### config.mk
export PLATFORM = sky130hd
export DESIGN_NAME = sdio_cmd
export DESIGN_NICKNAME = d
export VERILOG_FILES = /design/src/rtl/sdio_cmd.sv
export SDC_FILE = /design/constraint.sdc
export NUM_CORES = 1
export LEC_CHECK = 0
export CORE_MARGIN = 2
export CORE_UTILIZATION = 32
export CTS_BUF_LIST = sky130_fd_sc_hd__clkbuf_8 sky130_fd_sc_hd__clkbuf_16
export DETAILED_ROUTE_END_ITERATION = 16
export DONT_BUFFER_PORTS = 1
export GPL_TIMING_DRIVEN = 1
export PLACE_DENSITY_LB_ADDON = 0.25
export SYNTH_ARGS = -nofsm -noshare
export SYNTH_HDL_FRONTEND = slang
export SYNTH_SLANG_ARGS = --single-unit
### constraint.sdc
create_clock -name sd_clk -period 2.8 [get_ports sd_clk]
set_input_delay 0.42 -clock sd_clk [delete_from_list [all_inputs] [get_ports sd_clk]]
set_output_delay 0.42 -clock sd_clk [all_outputs]
set_load 0.005 [all_outputs]
### src/rtl/sdio_cmd.sv
// SD command-line engine: serialises a 48-bit command frame on CMD, then captures
// and checks the 48-bit or 136-bit card response, one bit per sd_clk.
module sdio_cmd #(
  parameter int NCR_TIMEOUT = 64,
  parameter int NCC_CYCLES  = 8
) (
  input  logic         sd_clk,
  input  logic         rstn,
  input  logic         cmd_sd_rst,
  input  logic         cmd_start,
  input  logic [31:0]  cmd_argument,
  input  logic [5:0]   cmd_index,
  input  logic [1:0]   resp_type,
  input  logic         cmd_index_check,
  input  logic         cmd_crc_check,
  input  logic         pad_cmd_i,
  output logic         pad_cmd_o,
  output logic         pad_cmd_oe,
  output logic [119:0] resp,
  output logic [5:0]   resp_index,
  output logic [6:0]   resp_crc,
  output logic         cmd_busy,
  output logic [3:0]   cmd_fsm,
  output logic         cmd_complete,
  output logic         cmd_timeout_err,
  output logic         cmd_crc_err,
  output logic         cmd_end_err,
  output logic         cmd_index_err
);

  typedef enum logic [3:0] {
    ST_IDLE = 4'd0,
    ST_TX   = 4'd1,
    ST_WAIT = 4'd2,
    ST_RX   = 4'd3,
    ST_GAP  = 4'd4
  } state_t;

  state_t      state_r;
  logic [7:0]  cnt_r;
  logic [6:0]  crc_r;
  logic [39:0] tx_shift_r;
  logic [5:0]  idx_r;
  logic [1:0]  rtype_r;
  logic        idx_chk_r;
  logic        crc_chk_r;
  logic        long_s;
  logic        rx_last_s;

  function automatic logic [6:0] crc7_next(input logic [6:0] crc, input logic din);
    logic fb;
    fb = crc[6] ^ din;
    crc7_next = {crc[5:0], 1'b0} ^ (fb ? 7'h09 : 7'h00);
  endfunction

  assign long_s    = (rtype_r == 2'd2);
  assign rx_last_s = (cnt_r == (long_s ? 8'd135 : 8'd47));
  assign cmd_fsm   = state_r;
  assign cmd_busy  = (state_r != ST_IDLE);

  // Command state machine: one CMD bit transmitted or received per cycle.
  always_ff @(posedge sd_clk or negedge rstn) begin
    if (!rstn) begin
      state_r         <= ST_IDLE;
      cnt_r           <= 8'd0;
      crc_r           <= 7'd0;
      tx_shift_r      <= 40'd0;
      idx_r           <= 6'd0;
      rtype_r         <= 2'd0;
      idx_chk_r       <= 1'b0;
      crc_chk_r       <= 1'b0;
      pad_cmd_o       <= 1'b1;
      pad_cmd_oe      <= 1'b0;
      resp            <= 120'd0;
      resp_index      <= 6'd0;
      resp_crc        <= 7'd0;
      cmd_complete    <= 1'b0;
      cmd_timeout_err <= 1'b0;
      cmd_crc_err     <= 1'b0;
      cmd_end_err     <= 1'b0;
      cmd_index_err   <= 1'b0;
    end else if (cmd_sd_rst) begin
      state_r         <= ST_IDLE;
      cnt_r           <= 8'd0;
      crc_r           <= 7'd0;
      tx_shift_r      <= 40'd0;
      idx_r           <= 6'd0;
      rtype_r         <= 2'd0;
      idx_chk_r       <= 1'b0;
      crc_chk_r       <= 1'b0;
      pad_cmd_o       <= 1'b1;
      pad_cmd_oe      <= 1'b0;
      resp            <= 120'd0;
      resp_index      <= 6'd0;
      resp_crc        <= 7'd0;
      cmd_complete    <= 1'b0;
      cmd_timeout_err <= 1'b0;
      cmd_crc_err     <= 1'b0;
      cmd_end_err     <= 1'b0;
      cmd_index_err   <= 1'b0;
    end else begin
      cmd_complete <= 1'b0;
      case (state_r)
        ST_IDLE: begin
          if (cmd_start) begin
            tx_shift_r      <= {2'b01, cmd_index, cmd_argument};
            idx_r           <= cmd_index;
            rtype_r         <= resp_type;
            idx_chk_r       <= cmd_index_check;
            crc_chk_r       <= cmd_crc_check;
            resp            <= 120'd0;
            resp_index      <= 6'd0;
            resp_crc        <= 7'd0;
            cmd_timeout_err <= 1'b0;
            cmd_crc_err     <= 1'b0;
            cmd_end_err     <= 1'b0;
            cmd_index_err   <= 1'b0;
            cnt_r           <= 8'd0;
            crc_r           <= 7'd0;
            state_r         <= ST_TX;
          end
        end
        ST_TX: begin
          cnt_r <= cnt_r + 8'd1;
          if (cnt_r < 8'd40) begin
            pad_cmd_oe <= 1'b1;
            pad_cmd_o  <= tx_shift_r[39];
            tx_shift_r <= {tx_shift_r[38:0], 1'b0};
            crc_r      <= crc7_next(crc_r, tx_shift_r[39]);
          end else if (cnt_r < 8'd47) begin
            pad_cmd_o <= crc_r[6];
            crc_r     <= {crc_r[5:0], 1'b0};
          end else if (cnt_r == 8'd47) begin
            pad_cmd_o <= 1'b1;
          end else begin
            pad_cmd_oe <= 1'b0;
            pad_cmd_o  <= 1'b1;
            cnt_r      <= 8'd0;
            if (rtype_r == 2'd0) begin
              cmd_complete <= 1'b1;
              state_r      <= ST_GAP;
            end else begin
              state_r <= ST_WAIT;
            end
          end
        end
        ST_WAIT: begin
          if (!pad_cmd_i) begin
            // Start bit is 0, so it leaves the zero-seeded CRC unchanged.
            cnt_r   <= 8'd1;
            crc_r   <= 7'd0;
            state_r <= ST_RX;
          end else if (cnt_r == 8'(NCR_TIMEOUT - 1)) begin
            cmd_timeout_err <= 1'b1;
            cmd_complete    <= 1'b1;
            cnt_r           <= 8'd0;
            state_r         <= ST_GAP;
          end else begin
            cnt_r <= cnt_r + 8'd1;
          end
        end
        ST_RX: begin
          cnt_r <= cnt_r + 8'd1;
          if (rx_last_s) begin
            cmd_end_err   <= ~pad_cmd_i;
            cmd_crc_err   <= crc_chk_r & (crc_r != resp_crc);
            cmd_index_err <= idx_chk_r & ~long_s & (resp_index != idx_r);
            cmd_complete  <= 1'b1;
            cnt_r         <= 8'd0;
            state_r       <= ST_GAP;
          end else if (long_s) begin
            // Long response: reserved bits 1..7 are skipped, CRC covers content only.
            if (cnt_r >= 8'd8 && cnt_r <= 8'd127) begin
              resp  <= {resp[118:0], pad_cmd_i};
              crc_r <= crc7_next(crc_r, pad_cmd_i);
            end else if (cnt_r >= 8'd128) begin
              resp_crc <= {resp_crc[5:0], pad_cmd_i};
            end
          end else begin
            if (cnt_r <= 8'd39) begin
              crc_r <= crc7_next(crc_r, pad_cmd_i);
            end
            if (cnt_r >= 8'd2 && cnt_r <= 8'd7) begin
              resp_index <= {resp_index[4:0], pad_cmd_i};
            end else if (cnt_r >= 8'd8 && cnt_r <= 8'd39) begin
              resp <= {resp[118:0], pad_cmd_i};
            end else if (cnt_r >= 8'd40) begin
              resp_crc <= {resp_crc[5:0], pad_cmd_i};
            end
          end
        end
        ST_GAP: begin
          // The completion cycle counts as the first of the NCC idle cycles.
          if (cnt_r == 8'(NCC_CYCLES - 2)) begin
            cnt_r   <= 8'd0;
            state_r <= ST_IDLE;
          end else begin
            cnt_r <= cnt_r + 8'd1;
          end
        end
        default: begin
          state_r    <= ST_IDLE;
          pad_cmd_oe <= 1'b0;
          pad_cmd_o  <= 1'b1;
        end
      endcase
    end
  end

endmodule

# Yosys cells after proc, flatten, opt, wreduce, memory -nomap -nowiden
# Cells that the tools add are included.
# word_totals
elab_cells,204
out_inout_bits,145
regBits,209
# classes
order_cmp,9
eq_ne,37
n_reduce_logical,25
muxes,105
bitwise,9
addsub,1
# op_table
operator,n
2-to-1 mux 120 bit,7
one-hot mux 120 bit (2 select lines),1
2-to-1 mux 40 bit,3
2-to-1 mux 7 bit,17
2-to-1 mux 8 bit,10
one-hot mux 40 bit (2 select lines),1
2-to-1 mux 6 bit,8
"inequality test 4 bit, second input constant",12
2-to-1 mux 4 bit,11
one-hot mux 8 bit (5 select lines),1
"inequality test 3 bit, second input constant",13
2-to-1 mux 1 bit,31
one-hot mux 7 bit (4 select lines),1
one-hot mux 4 bit (5 select lines),1
"equality test 8 x 6 -> 1 bit, second input constant",2
"< comparator 8 x 6 -> 1 bit, second input constant",2
one-hot mux 7 bit (2 select lines),1
AND reduction 7 bit,2
XOR 7 x 4 -> 7 bit,2
one-hot mux 1 bit (2 select lines),6
one-hot mux 6 bit (2 select lines),1
AND reduction 3 bit,3
nonzero test 3 bit,3
"adder 8 x 1 -> 8 bit, second input constant",1
other kinds (35),46

# Depth between registers and ports, before layout
# logic_depth
word_depth,8
ltp_mapped,8
mapped_depth_nobuf,7

# Worst setup path after synthesis
# No wires, ideal clock.
# synth_path
kind,register to register
from,register cnt_r[1]
to,register state_r[1] (netlist: cmd_fsm[1])
period_less_slack_ps,2138
path_slack_ps,662
path_stages_with_launch,7
n_path_buf,0
t_arrival_ps,2060
path_cell_list,dfrtp_1 -> ha_1 -> nor4bb_1 -> a2bb2oi_1 -> nand3_4 -> or4_1 -> a21oi_1
# synth_via
elab_chain_len,3
elab_cells_between_ends,13
cone_classes,order compare: 2; eq/ne: 10; reduce/logical: 1
# synth_rtl
item,line_no,source
from (decl),40,logic [7:0] cnt_r;
from (signal assigned),124,cnt_r <= cnt_r + 8'd1;
from (signal assigned),159,cnt_r <= cnt_r + 8'd1;
from (signal assigned),163,cnt_r <= cnt_r + 8'd1;
< comparator 8 x 6 -> 1 bit (tied with other cells),130,end else if (cnt_r < 8'd47) begin
inequality test 3 bit (no source line) / inequality test 4 bit (equally long branches),-,
AND reduction 7 bit (no source line) *,-,
to (signal assigned),141,state_r <= ST_GAP;
to (signal assigned),143,state_r <= ST_WAIT;
to (signal assigned),152,state_r <= ST_RX;
to (decl),39,state_t state_r;
# Every way passes the cells marked *; elsewhere a longest branch is shown, timed or not.
# A chain may end at the register's enable or synchronous reset.

# Worst setup path after layout
# layout_path
from,register cnt_r[1]
to,register resp[100]
# layout_via
elab_chain_len,4
elab_cells_between_ends,14
cone_classes,order compare: 5; eq/ne: 5; reduce/logical: 4
# layout_rtl
item,line_no,source
greater-or-equal comparator 8 x 4 -> 1 bit (tied with other cells),"173, 185",
logical AND 1 bit (on tied branches),"173, 183, 185",
inequality test 4 bit (no source line),-,
AND reduction 6 bit (no source line) *,-,
to (signal assigned),174,"resp <= {resp[118:0], pad_cmd_i};"
to (signal assigned),186,"resp <= {resp[118:0], pad_cmd_i};"
to (decl),19,"output logic [119:0] resp,"
# Marked as above.

==> summary by stage <==
Run status
The flow ran to the end, but the final reports show violations. The final reports fail on negative hold slack.

Job
The max-cap violation count is 0.

Clocking
In this run the number of H-tree levels came out at 1. For the worst-skew pair, the clock arrives at the later sink with an insertion delay of 0.52 ns. The clock drives 208 sinks. The root buffer selected by CTS is clkbuf_16. TritonCTS built the clock tree.

The clock input transition at the sequential cells of the worst setup and hold paths is 0.06 ns. After clock tree synthesis, the flow added hold-fix buffers numbering 6. The clock passes through at most 3 buffers. Post-CTS repair changed the size of 0 cells.

In this run the post-CTS setup repair buffer count came out at 0. The clock buffer count from CTS is 24.

Floorplanning
The initial standard-cell utilization of the core is 32.5%. The die footprint is 0.0295 sq mm. The die is 172 microns tall. The floorplan has 61 rows.

The width of the die is 172 microns. The standard cell core area is 0.0278 sq mm. The count of pins on the block boundary is 192.

Drt
The DRC violations left is 0. Across all layers, the routed design uses 6,076 vias. The first routing iteration left 517 violations. After detailed routing, the number of vias per cell comes to 5.28. The routed length per placed instance is 20.3 microns.

The total routed wirelength is 23,400 microns. The first-pass iteration count of the detailed router is 4. The detail route stage leaves a number of antenna-violating nets equal to 0.

STA
Setup repair after global routing left no endpoint under its margin. Across the routed clock network, the largest skew measured is 0.0107 ns. Headroom to the max-slew limit came out at 50.4%.

On the final layout, the worst hold slack is -0.406 ns. Setup slack closes at 0.227 ns. The highest achievable clock rate is 389 MHz. The worst path in the final design needs a cycle of 2.57 ns, including I/O delays and setup. The count of endpoints failing hold in the final timing report is 208. The post-route fraction of the period consumed by the critical path is 91.9%. The final count of pins violating max slew was 0. Setup violations remaining at the end of the flow were counted as 0. At the pin with the least slew margin, the transition time is 0.735 ns. Adding up every negative setup slack in the final design gives 0 ns.

Finish
The number of antenna diodes in the final layout is 0. Across the whole layout, storage elements account for 0.00521 sq mm. The area used by multi-input combinational logic is 0.00350 sq mm. At the end of the flow, the number of nets in the layout was 805.

The post-synthesis to final-layout area growth is 15.2%. The post-route netlist has 10.6% of its cells at a drive strength greater than 1. Counting the fill cells in the layout gives 2,747.

Yosys
The number of distinct library cells after synthesis is 63. In this run, synthesis produced a sequential element count of 208. Yosys instantiated no cell more often than dfrtp_1. Of all flip-flops after synthesis, the portion carrying an async set or reset was 100%.

The area share of the leading cell type in the synthesized netlist is 57.5%. Synthesis produced a netlist with a net count of 820. In the post-synthesis netlist, the biggest area contributors are dfrtp_1 (57%), a22o_1 (12%), mux2i_1 (5.2%). The yosys synthesis warning count is 0. The number of enable flip-flop cells after synthesis is 0.

Among all flip-flop cells after synthesis, the most frequent one is dfrtp_1. The commonest cells after synthesis are dfrtp_1 (207), a22o_1 (127), nand2_1 (79). The sequential cell area fraction in the yosys report is 57.7%. The synthesized instance count is 770. The biggest area consumer among synthesized cells is dfrtp_1. A synthesized cell averages 11.7 sq um. The area of the mapped netlist is 0.00902 sq mm.

Setup path
The end of the worst register-to-register path is resp[100]. The critical path in this run is classified as reg -> reg. STA classifies the critical path endpoint as a flop.

STA puts the critical path data required time at 3.26 ns. The end point of the critical path is resp[100]. The critical path launch point is cnt_r[1].

In this run the critical register-to-register path is launched from cnt_r[1]. In this run the worst path has a maximum fanout of 63. The cell count of the worst reg-to-reg path is 6. The nature of the critical path startpoint is a flop. STA puts the critical path data arrival time at 3.03 ns. The reg2reg setup slack is 0.23 ns.

GRT
The first global-routing pass estimated 35,700 microns of wire. The via count of the first global-routing pass was 5,950. For this run, the total global-route usage over all layers was measured as 15.2%. Entering global routing, the biggest net connects 209 pins. The remaining global-route overflow is 0. The number of antenna violations at the first check in global routing is 0.

Pwr
The cell area power density is 683 mW/mm^2. IR analysis of the VDD net gives a maximum drop of 0.383 mV. In this run the static leakage power is 4.69 nW.

Hold path
The min-delay analysis places its worst path in the category in -> async.

Placement
The congestion estimate from routability-driven global placement came to 0.829. The HPWL after detailed placement is 14,300 microns. In this run the tool buffered the top-level ports with 0 buffer cells.

At the placement stage, the worst setup path has a slack of 0.258 ns.
[state kept, by name (all words and copies together) (netlist names)]
register,count
cmd_fsm,3
tx_shift_r,40
pad_cmd_oe,1
idx_r,6
crc_chk_r,1
pad_cmd_o,1
resp_crc,7
resp,120
cnt_r,8
idx_chk_r,1
cmd_index_err,1
cmd_end_err,1
rtype_r,2
cmd_complete,1
cmd_crc_err,1
resp_index,6
cmd_timeout_err,1
crc_r,7
[layer usage]
metal  track usage, %  wire [microns]  up-vias
li1                 -               -     2813
met1             21.3           10400     3062
met2             23.5           10800      168
met3             4.23            1680       33
met4             3.58             497        0
met5                0               0        -
[critical path: stages, from the launching register on]
cell and delay [ns]:
dfrtp_1 0.43, ha_1 0.25, nor4bb_1 0.61, nand3_1 0.39
nand3_4 0.30, buf_12 0.29, a22o_1 0.18
[area by class of cell]
type                       count  area share [%]
timing repair buffer          24            2.70
multi-input combinational    480            33.7
tap                          378            4.55
sequential                   208            50.1
clock buffer                  29            6.45
inverter                      17           0.615
clock inverter                14            1.82
[cell usage in the layout, fill, tap and decap left out, types with 9 or more instances in the layout]
cell | netlist | layout
nand2b_1 | 14 | 14
mux2i_1 | 47 | 47
a22o_1 | 127 | 127
nor2_1 | 17 | 17
nand2_1 | 79 | 79
clkbuf_16 | 0 | 24
inv_1 | 17 | 20
a21oi_1 | 14 | 13
o31ai_1 | 38 | 38
o21ai_0 | 18 | 18
dfrtp_1 | 207 | 207
buf_4 | 3 | 12
nand3_1 | 10 | 9
[through the flow]
stage	instance area, sq um	power [mW]	utilization, %	cells	hold slack, ns
global placement	9460	3.76	34.0	1101	0.129
floorplan	9020	3.64	-	770	0.124
finish	10400	7.09	37.4	1150	-0.406
global route	10400	7.39	37.4	1150	-0.441
CTS	10400	7.19	37.4	1150	-0.436
detailed placement	9460	3.76	34.0	1101	0.128
[power by group]
| part | total (mW) | internal [mW] | switching (mW) |
|---|---|---|---|
| combinational | 0.544 | 0.213 | 0.331 |
| sequential | 3.18 | 3.11 | 0.0729 |
| clock | 3.36 | 2.07 | 1.29 |
[cells by family after synthesis]
kind of cell	after synthesis	synth area share, %
adder cells (fa/ha/maj)	3	0.416
flip-flops	208	57.7
AND/OR/NAND/NOR	175	9.92
multiplexers	53	5.97
AO/OA/AOI/OAI	235	20.9
buffers and inverters	82	3.79
other	1	0.0416
XOR/XNOR	13	1.26
[worst min path at each step]
stage	end	slack, ns	cells after the start
after floorplan	cmd_complete	0.12	0
after global placement	tx_shift_r[15]	0.13	0
after detailed placement	tx_shift_r[15]	0.13	0
after CTS	tx_shift_r[15]	-0.44	0
after global routing	tx_shift_r[17]	-0.44	0
final	tx_shift_r[17]	-0.41	0
Power figures use the tool's default switching activity.
